`src/rtl/spi_byte_tx.sv`:
```
// spi_byte_tx: mode-0 SPI controller sending one MSB-first byte per valid/ready handshake.
// Optional receive capture of sdi is enabled by defining SPI_RX_CAPTURE_EN.
module spi_byte_tx #(
    parameter int unsigned DIV      = 4,
    parameter int unsigned CS_LEAD  = 2,
    parameter int unsigned CS_TRAIL = 2
) (
    input  logic       clk,
    input  logic       reset,
    input  logic [7:0] tx_data,
    input  logic       tx_valid,
    output logic       tx_ready,
    output logic       busy,
    output logic       sck,
    output logic       sdo,
    output logic       cs
`ifdef SPI_RX_CAPTURE_EN
    ,
    input  logic       sdi,
    output logic [7:0] rx_data,
    output logic       rx_valid
`endif
);

    localparam int unsigned DW   = $clog2(DIV) + 1;
    localparam int unsigned PMAX = (CS_LEAD > CS_TRAIL) ? CS_LEAD : CS_TRAIL;
    localparam int unsigned PW   = $clog2(PMAX) + 1;

    localparam logic [DW-1:0] DIV_RELOAD   = DW'(DIV - 1);
    localparam logic [PW-1:0] LEAD_RELOAD  = PW'(CS_LEAD - 1);
    localparam logic [PW-1:0] TRAIL_RELOAD = PW'(CS_TRAIL - 1);
    localparam logic [3:0]    HP_LAST      = 4'd15;
    localparam logic [3:0]    HP_FALL8     = 4'd14;

    typedef enum logic [1:0] {
        IDLE,
        LEAD,
        SHIFT,
        TRAIL
    } state_e;

    state_e        state_q, state_d;
    logic [7:0]    shreg_q, shreg_d;
    logic [DW-1:0] div_q, div_d;
    logic [PW-1:0] ph_q, ph_d;
    logic [3:0]    hp_q, hp_d;
    logic          sck_q, sck_d;
    logic          cs_q, cs_d;
    logic          busy_q, busy_d;
    logic          ready_q, ready_d;
`ifdef SPI_RX_CAPTURE_EN
    logic [7:0]    rx_sh_q, rx_sh_d;
    logic [7:0]    rx_data_q, rx_data_d;
    logic          rx_valid_q, rx_valid_d;
`endif

    // sdo is the shift register MSB; it is cleared whenever the frame ends
    assign sdo      = shreg_q[7];
    assign sck      = sck_q;
    assign cs       = cs_q;
    assign busy     = busy_q;
    assign tx_ready = ready_q;
`ifdef SPI_RX_CAPTURE_EN
    assign rx_data  = rx_data_q;
    assign rx_valid = rx_valid_q;
`endif

    always_ff @(posedge clk or posedge reset) begin
        if (reset) begin
            state_q    <= IDLE;
            shreg_q    <= '0;
            div_q      <= '0;
            ph_q       <= '0;
            hp_q       <= '0;
            sck_q      <= 1'b0;
            cs_q       <= 1'b0;
            busy_q     <= 1'b0;
            ready_q    <= 1'b1;
`ifdef SPI_RX_CAPTURE_EN
            rx_sh_q    <= '0;
            rx_data_q  <= '0;
            rx_valid_q <= 1'b0;
`endif
        end else begin
            state_q    <= state_d;
            shreg_q    <= shreg_d;
            div_q      <= div_d;
            ph_q       <= ph_d;
            hp_q       <= hp_d;
            sck_q      <= sck_d;
            cs_q       <= cs_d;
            busy_q     <= busy_d;
            ready_q    <= ready_d;
`ifdef SPI_RX_CAPTURE_EN
            rx_sh_q    <= rx_sh_d;
            rx_data_q  <= rx_data_d;
            rx_valid_q <= rx_valid_d;
`endif
        end
    end

    // hp_q counts completed sck half-periods; the 16th is the low phase after the last fall
    always_comb begin
        state_d    = state_q;
        shreg_d    = shreg_q;
        div_d      = div_q;
        ph_d       = ph_q;
        hp_d       = hp_q;
        sck_d      = sck_q;
        cs_d       = cs_q;
        busy_d     = busy_q;
        ready_d    = ready_q;
`ifdef SPI_RX_CAPTURE_EN
        rx_sh_d    = rx_sh_q;
        rx_data_d  = rx_data_q;
        rx_valid_d = 1'b0;
`endif

        unique case (state_q)
            IDLE: begin
                if (tx_valid && ready_q) begin
                    shreg_d = tx_data;
                    cs_d    = 1'b1;
                    busy_d  = 1'b1;
                    ready_d = 1'b0;
                    ph_d    = LEAD_RELOAD;
                    state_d = LEAD;
`ifdef SPI_RX_CAPTURE_EN
                    rx_sh_d = '0;
`endif
                end
            end

            LEAD: begin
                if (ph_q == '0) begin
                    sck_d   = 1'b1;
                    div_d   = DIV_RELOAD;
                    hp_d    = '0;
                    state_d = SHIFT;
`ifdef SPI_RX_CAPTURE_EN
                    rx_sh_d = {rx_sh_q[6:0], sdi};
`endif
                end else begin
                    ph_d = ph_q - PW'(1);
                end
            end

            SHIFT: begin
                if (div_q == '0) begin
                    div_d = DIV_RELOAD;
                    if (hp_q == HP_LAST) begin
                        ph_d    = TRAIL_RELOAD;
                        state_d = TRAIL;
                    end else begin
                        sck_d = ~sck_q;
                        hp_d  = hp_q + 4'd1;
                        // falls 1..7 advance the data; after fall 8 bit 0 is held
                        if (sck_q && (hp_q != HP_FALL8)) begin
                            shreg_d = {shreg_q[6:0], 1'b0};
                        end
`ifdef SPI_RX_CAPTURE_EN
                        if (!sck_q) begin
                            rx_sh_d = {rx_sh_q[6:0], sdi};
                        end
`endif
                    end
                end else begin
                    div_d = div_q - DW'(1);
                end
            end

            TRAIL: begin
                if (ph_q == '0) begin
                    cs_d    = 1'b0;
                    busy_d  = 1'b0;
                    ready_d = 1'b1;
                    shreg_d = '0;
                    state_d = IDLE;
`ifdef SPI_RX_CAPTURE_EN
                    rx_data_d  = rx_sh_q;
                    rx_valid_d = 1'b1;
`endif
                end else begin
                    ph_d = ph_q - PW'(1);
                end
            end

            default: begin
                state_d = IDLE;
            end
        endcase
    end

endmodule

```
`config.mk`:
```
export PLATFORM = sky130hd
export DESIGN_NAME = spi_byte_tx
export DESIGN_NICKNAME = d
export VERILOG_FILES = /design/src/rtl/spi_byte_tx.sv
export SDC_FILE = /design/constraint.sdc
export NUM_CORES = 1
export LEC_CHECK = 0
export BUFFER_PORTS_ARGS = -buffer_cell sky130_fd_sc_hd__buf_2
export CAP_MARGIN = 20
export CORE_MARGIN = 5
export CORE_UTILIZATION = 37
export CTS_CLUSTER_SIZE = 40
export DETAILED_ROUTE_END_ITERATION = 12
export GPL_TIMING_DRIVEN = 0
export PLACE_DENSITY_LB_ADDON = 0.15
export SYNTH_ARGS = -nofsm -noshare
export SYNTH_HDL_FRONTEND = slang
export SYNTH_SLANG_ARGS = --single-unit
export TNS_END_PERCENT = 5
```
`constraint.sdc`:
```
create_clock -name clk -period 4.3 [get_ports clk]
set_input_delay 0.43 -clock clk [delete_from_list [all_inputs] [get_ports clk]]
set_output_delay 0.43 -clock clk [all_outputs]
set_load 0.02 [all_outputs]
```
# --- After elaboration in Yosys (flattened, before gate mapping) ---
# Cells that the tools add are included.
totals:
  reg_bits: 22
  latch_bits: 0
  mem_bits_rw: 0
  romBits: 0
  input_bits: 11
  output_inout_bits: 5
  wordCells: 72
  n_memories: 0
op_classes:
  n_addsub: 3
  mul: 0
  n_div: 0
  order_cmp: 0
  n_eq_ne: 13
  shift: 0
  n_mux: 32
  bitwise: 1
  reduce_logical: 15
ops:
  columns: ["cell", "count"]
  rows:
  - ["$mux W8", 5]
  - ["$pmux W8 S3", 1]
  - ["$mux W2", 8]
  - ["$ne A2 B2 Y1 const B", 8]
  - ["$mux W4", 3]
  - ["$pmux W2 S4", 1]
  - ["$pmux W4 S2", 1]
  - ["$reduce_and A4 Y1", 2]
  - ["$mux W1", 6]
  - ["$mux W3", 2]
  - ["$pmux W1 S2", 3]
  - ["$pmux W2 S3", 1]
  - ["$pmux W3 S2", 1]
  - ["$reduce_and A6 Y1", 1]
  - ["$reduce_and A5 Y1", 1]
  - ["$add A4 B1 Y4 const B", 1]
  - ["$eq A2 B2 Y1 const B", 2]
  - ["$eq A4 B4 Y1 const B", 1]
  - ["$logic_not A2 Y1", 2]
  - ["$ne A4 B4 Y1 const B", 1]
  - ["$reduce_bool A2 Y1", 2]
  - ["$logic_not A3 Y1", 1]
  - ["$reduce_and A3 Y1", 1]
  - ["$reduce_bool A3 Y1", 1]
  - ["other kinds (7)", 8]

# --- Logic depth before layout (Yosys ltp) ---
# Gate-level depths: netlist of the first run.
depth:
  depth_word: 6
  depth_mapped: 7
  depth_no_buf: 6

# --- Least setup slack after synthesis of the first run ---
# Ideal clock, no wire load.
synth_path:
  kind: "register -> register"
  start: "reg state_q[0]"
  end: "reg sck_q, in the netlist sck"
  setup_ns: 0.134
  arrival_time_ns: 1.547
  t_required_ns: 4.166
  setup_slack_ns: 2.618
  path_stages_with_launch: 8
  n_path_buf: 1
  period_less_slack_ns: 1.682
  cell_sequence: "dfrtp_1 > inv_1 > ha_1 > buf_4 > inv_1 > or4b_4 > nand2_1 > o21ai_0"
synth_between:
  elab_chain_len: 3
  elab_cells_between_ends: 8
  classes_between: "eq/ne (5); mux (1); reduce/logical (2)"
synth_lines:
  columns: ["element", "line_no", "text"]
  rows:
  - ["from (decl)", "42", "state_e state_q, state_d;"]
  - ["from (signal assigned)", "85", "state_q <= state_d;"]
  - ["$eq A2 B2 Y1 or $eq A2 B1 Y1 (tied branches)", "119", "unique case (state_q)"]
  - ["$ne A2 B2 Y1 (no line) or $reduce_bool A2 Y1 (tied branches)", null, null]
  - ["$reduce_and A4 Y1 (no line)", null, null]
  - ["to (signal assigned)", "90", "sck_q <= sck_d;"]
  - ["to (decl)", "47", "logic sck_q, sck_d;"]
# Several ways; a longest one is shown, not always the timed one.
# A chain may end at the register's enable or synchronous reset.

# --- Final worst setup path of the first run ---
layout_path:
  start: "reg div_q[0]"
  end: "reg ph_q[0]"
layout_between:
  elab_chain_len: 3
layout_lines:
  columns: ["element", "line_no", "text"]
  rows:
  - ["from (decl)", "44", "logic [DW-1:0] div_q, div_d;"]
  - ["from (signal assigned)", "87", "div_q <= div_d;"]
  - ["$logic_not A3 Y1", "149", "if (div_q == '0) begin"]
  - ["$ne A2 B2 Y1 (no line)", null, null]
  - ["$reduce_and A4 Y1 (no line)", null, null]
  - ["to (signal assigned)", "88", "ph_q <= ph_d;"]
  - ["to (decl)", "45", "logic [PW-1:0] ph_q, ph_d;"]
# Every way passes these cells.

==> results of run 1 <==
logic make-up (layout without fill, tap and decap cells):
logic type | count (synthesis) | in the layout | synth area share (%)
AOI/OAI and AO/OA | 30 | 30 | 17.3
and+or+nand+nor | 26 | 26 | 11.1
DFF | 22 | 22 | 44.1
buffers and inverters | 15 | 34 | 5.10
muxes | 13 | 13 | 11.3
adders and majority gates | 11 | 11 | 11.0
state kept, by name, indices dropped and copies added (netlist names):
signal,flops
sck,1
state_q,2
ph_q,2
busy,1
tx_ready,1
shreg_q,8
div_q,3
hp_q,4
area by class of cell:
class	count	area [sq um]	share of cell area (%)
multi-input combinational	80	634	45.0
sequential	22	552	39.2
timing repair buffer	15	75.1	5.33
tap	46	57.6	4.09
inverter	12	45.0	3.20
clock buffer	4	26.3	1.87
buffer	3	18.8	1.33
cells in the final DEF, fill, tap and decap left out, drive strengths merged:
cell     instances
o21bai           1
a41oi            1
nand2           10
nand2b           1
dfrtp           21
a22o             8
nor2             4
o21ai            8
and4             1
a2bb2oi          1
a21o             1
dfstp            1
ha              11
o2bb2ai          1
buf             17
mux2i            4
nor2b            1
and3             1
or2b             1
inv             12
o211ai           1
mux2             9
clkbuf           5
a21oi            8
or4b             1
nand3            6
worst max-delay path by stage:
stage | from | end | slack [ps]
floorplan | state_q[0] | sck | 2620
global placement | state_q[0] | hp_q[0] | 2450
detailed placement | div_q[0] | ph_q[0] | 2450
CTS | div_q[0] | ph_q[0] | 2420
global route | div_q[0] | ph_q[0] | 2310
finish | div_q[0] | ph_q[0] | 2450
critical path: stages (launching register included):
cell,delay (ps)
sky130_fd_sc_hd__dfrtp_1,410
sky130_fd_sc_hd__inv_1,80
sky130_fd_sc_hd__ha_1,190
sky130_fd_sc_hd__or2b_1,290
sky130_fd_sc_hd__o21ai_0,290
sky130_fd_sc_hd__nand3_1,180
sky130_fd_sc_hd__mux2_2,300
report_power, final:
part           total, mW  internal [mW]  switching [mW]
logic            0.00834        0.00325         0.00509
registers          0.207          0.207               0
clock network     0.0952         0.0362          0.0591
total              0.310          0.246          0.0642
layer usage:
metal	part of all wire (%)	wire length, um
met1	50	1110
met3	3.8	83
met5	0	0
met4	0.45	10
met2	45	1000
per-stage QoR:
| stage | worst slack, ps | utilization (%) | total power [mW] |
|---|---|---|---|
| final | 2450 | 42.6 | 0.310 |
| after global placement | 2450 | 41.8 | 0.220 |
| after floorplan | 2620 | - | 0.214 |
| after CTS | 2420 | 42.6 | 0.318 |
| after global routing | 2310 | 42.6 | 0.328 |
| after detailed placement | 2450 | 41.8 | 0.220 |
==> run_results.csv, run 1 <==
group,metric,value,unit
outcome,outcome,"completed",
sta,final-max-slew-violation-count,0,
global_routing,met1_resource_use_gr,14.0,%
cts,clock-sinks,22,
drt,drt-vias-per-instance,4.83,
placed_design,hpwl,1680,um
global_routing,grt_use_met2,17.0,%
cts,cts_post_setup_buffers_inserted,0,
synthesis,fraction_of_synthesized_cell_area_taken_by_the_top_area_cell_type,42.0,%
sta,largest_clock_skew_in_the_final_design,2.74,ps
synthesis,yosys.cell_count.top_type,"sky130_fd_sc_hd__dfrtp_1",
global_routing,met3_usage,3.61,%
floorplanning,design.portCount,16,
placed_design,postPlaceCellArea,1380,sq um
worst_setup_path,worst_setup_path_start_kind,"flip-flop",
drt,drtAntennaViolNets,0,
sta,max_slew.worst_pin.slew,837,ps
worst_setup_path,reg2reg_from,"div_q[0]",
global_routing,globalRoute.busiestLayer,"met2",
finish,final_cells,182,
cts,clock_network_latency_to_the_later_pin_of_the_worst_skew_pair,300,ps
synthesis,avgSynthCellArea,10.7,sq um
cts,tritoncts,"yes",
finish,area_growth,12.7,%
cts,ctsRootBufferMaster,"sky130_fd_sc_hd__clkbuf_4",
synthesis,synthesis.nets,139,
synthesis,yosys_register_bits,22,
cts,cts_hold_buf,0,
synthesis,yosys.area.top_type,"sky130_fd_sc_hd__dfrtp_1",
cts,h-tree-depth,1,
synthesis,ys.flop_type,"sky130_fd_sc_hd__dfrtp_1",
global_routing,via_count_of_the_first_global_routing_pass,845,
min_path,hp-class,"primary input to asynchronous set/reset pin",
synthesis,synth_commonest_cells,"sky130_fd_sc_hd__dfrtp_1 (21), sky130_fd_sc_hd__inv_1 (12), sky130_fd_sc_hd__ha_1 (11)",
finish,insertedDiodeCount,0,
finish,num-nets-final,159,
worst_setup_path,critical_path_arrival,2050,ps
cts,cts_resized,0,
worst_setup_path,reg2reg_depth,6,
synthesis,synth.area.top_cells,"sky130_fd_sc_hd__dfrtp_1 (42%), sky130_fd_sc_hd__ha_1 (11%), sky130_fd_sc_hd__mux2_2 (8.1%)",
power,power.density_cell_area,220,nW/um^2
worst_setup_path,category_of_the_worst_setup_path_capture_point,"flip-flop",
cts,clock_buffers_created_by_tritoncts,3,
finish,layout.filler_cells,344,
floorplanning,rows,21,
sta,maxClockFrequency,540,MHz
synthesis,synth_warnings,0,
sta,hold_viol_final,0,
floorplanning,floorplan.core_area,3310,sq um
floorplanning,start_util,37.8,%
sta,setup_repair_after_global_routing_missed_its_margin,"false",
drt,post_drt_wl_per_cell,12.1,um
sta,finalHoldWorstSlack,275,ps
global_routing,antenna_found_initial,0,
placed_design,io_buffers,15,
synthesis,synth_enable_flop_cells,0,
drt,routed_wirelength,2210,um
synthesis,synth_area,1250,sq um
worst_setup_path,register_to_register_setup_slack,2450,ps
drt,routed-via-count,879,
drt,first_pass_iters,4,
drt,detailedRoute.firstIterationViolations,30,
power,vdd_drop_max,0.000135,V
global_routing,first_pass_grt_wire_length,3700,um
synthesis,ys_seq_area_share,44.1,%
sta,timing.max_slew.rel_slack,44.1,%
sta,layout_worst_path_cycle_share,43.0,%
cts,cts.reportedPaths.clkPinSlew,110,ps
floorplanning,dieWidth,68.1,um
worst_setup_path,timing.critical_path.required,4500,ps
floorplanning,die_y,68.1,um
placed_design,post-place-cells,178,
global_routing,global_route.usage.total,10.5,%
sta,finalSetupTns,0,ps
sta,period_needed,1850,ps
synthesis,syn-instance-count,117,
finish,drive_above_1_share,25.7,%
placed_design,gp_congestion,0.769,
global_routing,grt_max_degree,23,
run,drv_cap,0,
synthesis,synthArstFlopShare,100,%
power,static-leakage-power,0.704,nW
cts,clk_path_buf_depth,2,
sta,finalSetupViolCount,0,
drt,detail_route.drc_violations,0,
floorplanning,die_area,4640,sq um
worst_setup_path,terminus_of_the_critical_flop_to_flop_path,"ph_q[0]",
finish,final_area,1410,sq um
synthesis,synth_cell_type_count,29,
worst_setup_path,worstPathMaxFanout,4,
worst_setup_path,criticalPathCategory,"flip-flop to flip-flop",
global_routing,grt.overflow.total,0,
No activity file was read; power rests on OpenSTA's default activity.
==> run 2, diff against run 1 <==
clock period = 1.9 ns   (was 4.3 ns; I/O delays follow)
==> run 2 against run 1 <==
Compared with the run above:
- worst setup slack worse by 2400 ps
- total power is 130% higher
- utilization is 0.34 points higher
- flip-flop and latch count stayed put
- via count is 0.80% higher
- clock skew is 0.64 ps lower
- wire length is 0.59% higher
- register-to-register slack worse by 2400 ps
- critical path depth stayed put
- design area is 0.80% higher
- maximum frequency hardly changed
- critical path type unchanged
- largest cell class unchanged
==> run_results.csv, run 2 (same netlist as run 1, synthesis figures left out) <==
group,metric,value,unit
outcome,outcome,"completed",
finish,mostFrequentLayoutCell,"sky130_fd_sc_hd__dfrtp_1",
finish,largest_registers,"shreg_q x8, hp_q x4, div_q x3",
cts,clock_buffers_created_by_tritoncts,3,
floorplanning,design.portCount,16,
sta,final-max-slew-violation-count,0,
power,vdd_drop_max,0.000306,V
placed_design,gp_congestion,0.769,
power,clockPowerShare,30.7,%
cts,clock_network_latency_to_the_later_pin_of_the_worst_skew_pair,300,ps
drt,routed_wirelength,2220,um
worst_setup_path,worst_setup_path_start_kind,"flip-flop",
sta,maxClockFrequency,541,MHz
finish,layout_common_cells,"sky130_fd_sc_hd__dfrtp_1 (20), sky130_fd_sc_hd__buf_2 (15), sky130_fd_sc_hd__inv_1 (11)",
floorplanning,start_util,37.8,%
floorplanning,dieWidth,68.1,um
global_routing,global_route.usage.total,10.5,%
finish,num-nets-final,159,
drt,detail_route.drc_violations,0,
placed_design,postPlaceCellArea,1380,sq um
worst_setup_path,timing.critical_path.cells,"inv_1, ha_1, or2b_1, o21ai_0, nand3_1, mux2_2",
worst_setup_path,terminus_of_the_critical_flop_to_flop_path,"ph_q[0]",
worst_setup_path,critical_path_arrival,2050,ps
worst_setup_path,worstPathMaxFanout,4,
power,power.share.sequential,66.6,%
global_routing,first_pass_grt_wire_length,3700,um
cts,tritoncts,"yes",
global_routing,grt_max_degree,23,
worst_setup_path,critPathSlowestCell,"sky130_fd_sc_hd__dfrtp_1",
worst_setup_path,reg2reg_depth,6,
finish,registers.top_by_ff_count,"shreg_q",
power,power.density_cell_area,495,nW/um^2
worst_setup_path,category_of_the_worst_setup_path_capture_point,"flip-flop",
cts,cts.reportedPaths.clkPinSlew,110,ps
run,drv_cap,0,
sta,final_critical_path_setup_slack,49.9,ps
finish,area_growth,13.6,%
worst_setup_path,timing.critical_path.required,2100,ps
power,internal-power,0.557,mW
power,p_comb_share,2.7,%
sta,finalSetupViolCount,0,
drt,detailedRoute.firstIterationViolations,28,
global_routing,grt.overflow.total,0,
finish,drive_above_1_share,27.9,%
worst_setup_path,critical-path-max-stage-delay,410,ps
placed_design,io_buffers,15,
floorplanning,die_area,4640,sq um
power,power.switching,0.146,mW
drt,post_drt_wl_per_cell,12.2,um
sta,hold_viol_final,0,
floorplanning,die_y,68.1,um
power,static-leakage-power,0.704,nW
sta,period_needed,1850,ps
finish,largest_register_ffs,8,
sta,largest_clock_skew_in_the_final_design,2.10,ps
sta,timing.max_slew.rel_slack,43.9,%
min_path,hp-class,"primary input to asynchronous set/reset pin",
sta,max_slew.worst_pin.slew,841,ps
finish,layout.filler_cells,342,
worst_setup_path,criticalPathCategory,"flip-flop to flip-flop",
cts,cts_hold_buf,0,
cts,clk_path_buf_depth,2,
drt,first_pass_iters,4,
cts,clock-sinks,22,
sta,setup_repair_after_global_routing_missed_its_margin,"true",
cts,h-tree-depth,1,
drt,routed-via-count,886,
drt,drtAntennaViolNets,0,
finish,insertedDiodeCount,0,
floorplanning,floorplan.core_area,3310,sq um
placed_design,pre_cts_ws,47.5,ps
drt,drt-vias-per-instance,4.87,
finish,final_area,1420,sq um
power,sw_frac_of_total,20.7,%
global_routing,via_count_of_the_first_global_routing_pass,845,
worst_setup_path,register_to_register_setup_slack,50,ps
sta,layout_worst_path_cycle_share,97.4,%
placed_design,hpwl,1680,um
floorplanning,rows,21,
worst_setup_path,reg2reg_from,"div_q[0]",
global_routing,antenna_found_initial,0,
cts,ctsRootBufferMaster,"sky130_fd_sc_hd__clkbuf_4",
## run 2: changes by cell type in the layout (fill, tap and decap cells not counted)
cell / before / now
sky130_fd_sc_hd__dfrtp_1: 21 / 20
sky130_fd_sc_hd__inv_1: 12 / 11
sky130_fd_sc_hd__ha_2: 0 / 1
sky130_fd_sc_hd__ha_1: 11 / 10
sky130_fd_sc_hd__inv_2: 0 / 1
sky130_fd_sc_hd__dfrtp_2: 0 / 1
sky130_fd_sc_hd__a21oi_2: 1 / 0
sky130_fd_sc_hd__a21oi_4: 0 / 1
## run 2: power by group through the flow
stage / clock network (mW) / logic, mW / registers (mW)
floorplan: 0 / 0.00715 / 0.477
global placement: 0 / 0.0197 / 0.477
detailed placement: 0 / 0.0198 / 0.477
CTS: 0.232 / 0.0199 / 0.468
global route: 0.252 / 0.0219 / 0.468
finish: 0.216 / 0.0189 / 0.468
## run 2: worst max path at each step
stage	start	end	slack, ps
after floorplan	state_q[0]	sck	220
after detailed placement	div_q[0]	ph_q[0]	50
after CTS	div_q[0]	ph_q[0]	20
after global routing	div_q[0]	ph_q[0]	-90
final	div_q[0]	ph_q[0]	50
after global placement	state_q[0]	hp_q[0]	50
## run 2: what timing repair did
action / 4_1_cts / 5_1_grt
setup endpoints to repair: 0 / 14
buffers inserted: 0 / 0
gates resized for setup: 0 / 4
## run 2: metal layers
layer / part of all wire [%] / track usage, % / vias to the layer above
met5: 0 / 0 / -
li1: - / - / 449
met3: 3.7 / 3.61 / 2
met2: 46 / 17.0 / 12
met4: 0.45 / 1.49 / 0
met1: 50 / 14.0 / 423
## run 2: final cells by class
class                   count  area (sq um)  share of cell area [%]
inverters                  12          45.0                    3.17
well taps                  46          57.6                    4.05
multi-input cells          80           644                    45.4
flip-flops and latches     22           553                    38.9
repair buffers             15          75.1                    5.29
clock buffers               4          26.3                    1.85
plain buffers               3          18.8                    1.32
## run 2: worst max-delay path: cells and delay by family (launching register included)
kind,cells,cell delay [ps]
DFF,1,410
buffers and inverters,1,80
adders and majority gates,1,190
and+or+nand+nor,2,470
AOI/OAI and AO/OA,1,290
muxes,1,300
## run 2: metrics by stage
step / setup TNS [ps] / hold WS (ps) / utilization, % / power (mW) / std cells
5_1_grt: -310 / 80.1 / 42.9 / 0.742 / 182
4_1_cts: 0 / 50.0 / 42.6 / 0.720 / 182
3_3_place_gp: 0 / 407 / 41.8 / 0.497 / 178
3_5_place_dp: 0 / 401 / 41.8 / 0.497 / 178
6_report: 0 / 36.3 / 42.9 / 0.703 / 182
2_1_floorplan: 0 / 178 / - / 0.484 / 117
==> run 3, diff against run 2 <==
REMOVE_ABC_BUFFERS = 1   (was default)
clock period = 2.1 ns   (was 1.9 ns; I/O delays follow)
==> run 3 against run 2 <==
Compared with the run above:
- flip-flop and latch count unchanged
- critical path depth is the same
- sequential power down 9.4%
- wire length grew 3.5%
- hold slack better by 26 ps
- largest cell class unchanged
- highest routed layer unchanged
==> run_results.csv, run 3 (same netlist as run 1, synthesis figures left out) <==
group,metric,value,unit
finish,multi_input_area,651,sq um
finish,mostFrequentLayoutCell,"sky130_fd_sc_hd__dfrtp_1",
worst_setup_path,reg2reg_from,"state_q[0]",
finish,largest_register_ffs,8,
cts,ctsRootBufferMaster,"sky130_fd_sc_hd__clkbuf_4",
global_routing,first_pass_grt_wire_length,4020,um
power,power.density_cell_area,482,nW/um^2
power,internal-power,0.536,mW
worst_setup_path,critical_path_arrival,2130,ps
global_routing,global_route.usage.total,11.7,%
worst_setup_path,criticalPathCategory,"flip-flop to flip-flop",
placed_design,gp_congestion,0.701,
drt,routed-via-count,902,
sta,period_needed,1930,ps
drt,routed_wirelength,2300,um
floorplanning,floorplan.core_area,3310,sq um
power,vdd_drop_max,0.000218,V
drt,first_pass_iters,5,
sta,final-max-slew-violation-count,0,
cts,clock-sinks,22,
run,drv_cap,0,
worst_setup_path,terminus_of_the_critical_flop_to_flop_path,"sck",
worst_setup_path,reg2reg_depth,6,
sta,setup_repair_after_global_routing_missed_its_margin,"false",
worst_setup_path,setup.worst_path.start,"state_q[0]",
sta,maxClockFrequency,518,MHz
cts,clk_path_buf_depth,2,
finish,num-nets-final,156,
min_path,hp-class,"primary input to asynchronous set/reset pin",
worst_setup_path,category_of_the_worst_setup_path_capture_point,"flip-flop",
worst_setup_path,worstPathMaxFanout,17,
placed_design,hpwl,1710,um
floorplanning,design.portCount,16,
drt,drtAntennaViolNets,0,
cts,h-tree-depth,1,
global_routing,grt.overflow.total,0,
finish,registers.top_by_ff_count,"shreg_q",
power,p_comb_share,2.6,%
power,clockPowerShare,35.3,%
global_routing,antenna_found_initial,0,
drt,detail_route.drc_violations,0,
power,power.switching,0.146,mW
power,static-leakage-power,0.700,nW
worst_setup_path,register_to_register_setup_slack,170,ps
drt,detailedRoute.firstIterationViolations,40,
floorplanning,start_util,37.8,%
floorplanning,dieWidth,68.1,um
sta,max_slew.worst_pin.slew,882,ps
cts,clock_network_latency_to_the_later_pin_of_the_worst_skew_pair,310,ps
power,power.share.sequential,62.1,%
sta,layout_worst_path_cycle_share,91.9,%
drt,post_drt_wl_per_cell,12.8,um
cts,cts.reportedPaths.clkPinSlew,130,ps
sta,finalSetupViolCount,0,
cts,tritoncts,"yes",
drt,drt-vias-per-instance,5.04,
cts,cts_hold_buf,0,
floorplanning,die_y,68.1,um
cts,clock_buffers_created_by_tritoncts,3,
finish,ff_latch_area,552,sq um
floorplanning,die_area,4640,sq um
finish,layout.filler_cells,340,
finish,largest_registers,"shreg_q x8, hp_q x4, div_q x3",
placed_design,io_buffers,15,
worst_setup_path,timing.critical_path.required,2300,ps
power,sw_frac_of_total,21.4,%
finish,area_growth,13.3,%
finish,drive_above_1_share,27.1,%
finish,layout_common_cells,"sky130_fd_sc_hd__dfrtp_1 (21), sky130_fd_sc_hd__buf_2 (15), sky130_fd_sc_hd__inv_1 (12)",
sta,largest_clock_skew_in_the_final_design,4.96,ps
finish,final_core_utilization,42.8,%
global_routing,grt_max_degree,23,
global_routing,via_count_of_the_first_global_routing_pass,900,
sta,finalSetupTns,0,ps
sta,timing.max_slew.rel_slack,41.1,%
floorplanning,rows,21,
worst_setup_path,worst_setup_path_start_kind,"flip-flop",
sta,hold_viol_final,0,
worst_setup_path,worstSetupEndpoint,"sck",
finish,insertedDiodeCount,0,
outcome,outcome,"completed",
run 3: changes by cell type in the layout (fill, tap and decap cells not counted), sizes merged:
| cell | previous run | this run |
|---|---|---|
| buf | 17 | 15 |
| clkbuf | 5 | 4 |
run 3: cell type report:
class                           instances  share of cell area (%)
Clock buffer                            4                    2.56
Multi-Input combinational cell         80                    45.9
Inverter                               12                    3.18
Timing Repair Buffer                   15                    5.30
Tap cell                               46                    4.06
Sequential cell                        22                    39.0
run 3: worst max-delay path, stage by stage (launching register included):
cell and delay (ps):
sky130_fd_sc_hd__dfrtp_1 460, sky130_fd_sc_hd__inv_1 180, sky130_fd_sc_hd__ha_4 280, sky130_fd_sc_hd__mux2i_1 210, sky130_fd_sc_hd__or4b_4 540, sky130_fd_sc_hd__nand2_1 80, sky130_fd_sc_hd__o21ai_0 70
run 3: routing by layer:
layer | track usage, % | vias up | wire length (um)
met3 | 1.97 | 6 | 120
met4 | 5.96 | 0 | 35
met5 | 0 | - | 0
met2 | 19.0 | 22 | 1060
met1 | 14.9 | 430 | 1080
li1 | - | 444 | -
run 3: worst min path at each step:
stage           from         end  slack, ps  depth (start not counted)
2_1_floorplan  reset        busy        200                          1
3_3_place_gp   reset  shreg_q[4]        420                          2
3_5_place_dp   reset  shreg_q[6]        440                          2
4_1_cts        reset  shreg_q[6]         80                          2
5_1_grt        reset  shreg_q[7]        130                          2
6_report       reset        busy         60                          2
run 3: repair_timing:
item	CTS	global route
setup endpoints to repair	13	10
gates resized for setup	1	2
setup buffers	0	0
run 3: power by group through the flow:
stage / combinational [mW] / sequential (mW) / clock [mW]
after floorplan: 0.00647 / 0.432 / 0
final: 0.0178 / 0.424 / 0.241
after CTS: 0.0186 / 0.424 / 0.255
after global placement: 0.0179 / 0.432 / 0
after global routing: 0.0209 / 0.424 / 0.269
after detailed placement: 0.0185 / 0.432 / 0
run 3: metrics by stage:
stage / worst slack, ps / std cells / instance area [sq um] / hold WS (ps) / power [mW]
floorplan: 182 / 114 / 1230 / 198 / 0.438
global placement: -150 / 175 / 1360 / 424 / 0.450
detailed placement: -171 / 175 / 1360 / 436 / 0.450
CTS: 50.2 / 179 / 1400 / 76.0 / 0.697
global route: 13.0 / 179 / 1420 / 130 / 0.713
finish: 171 / 179 / 1420 / 62.2 / 0.682
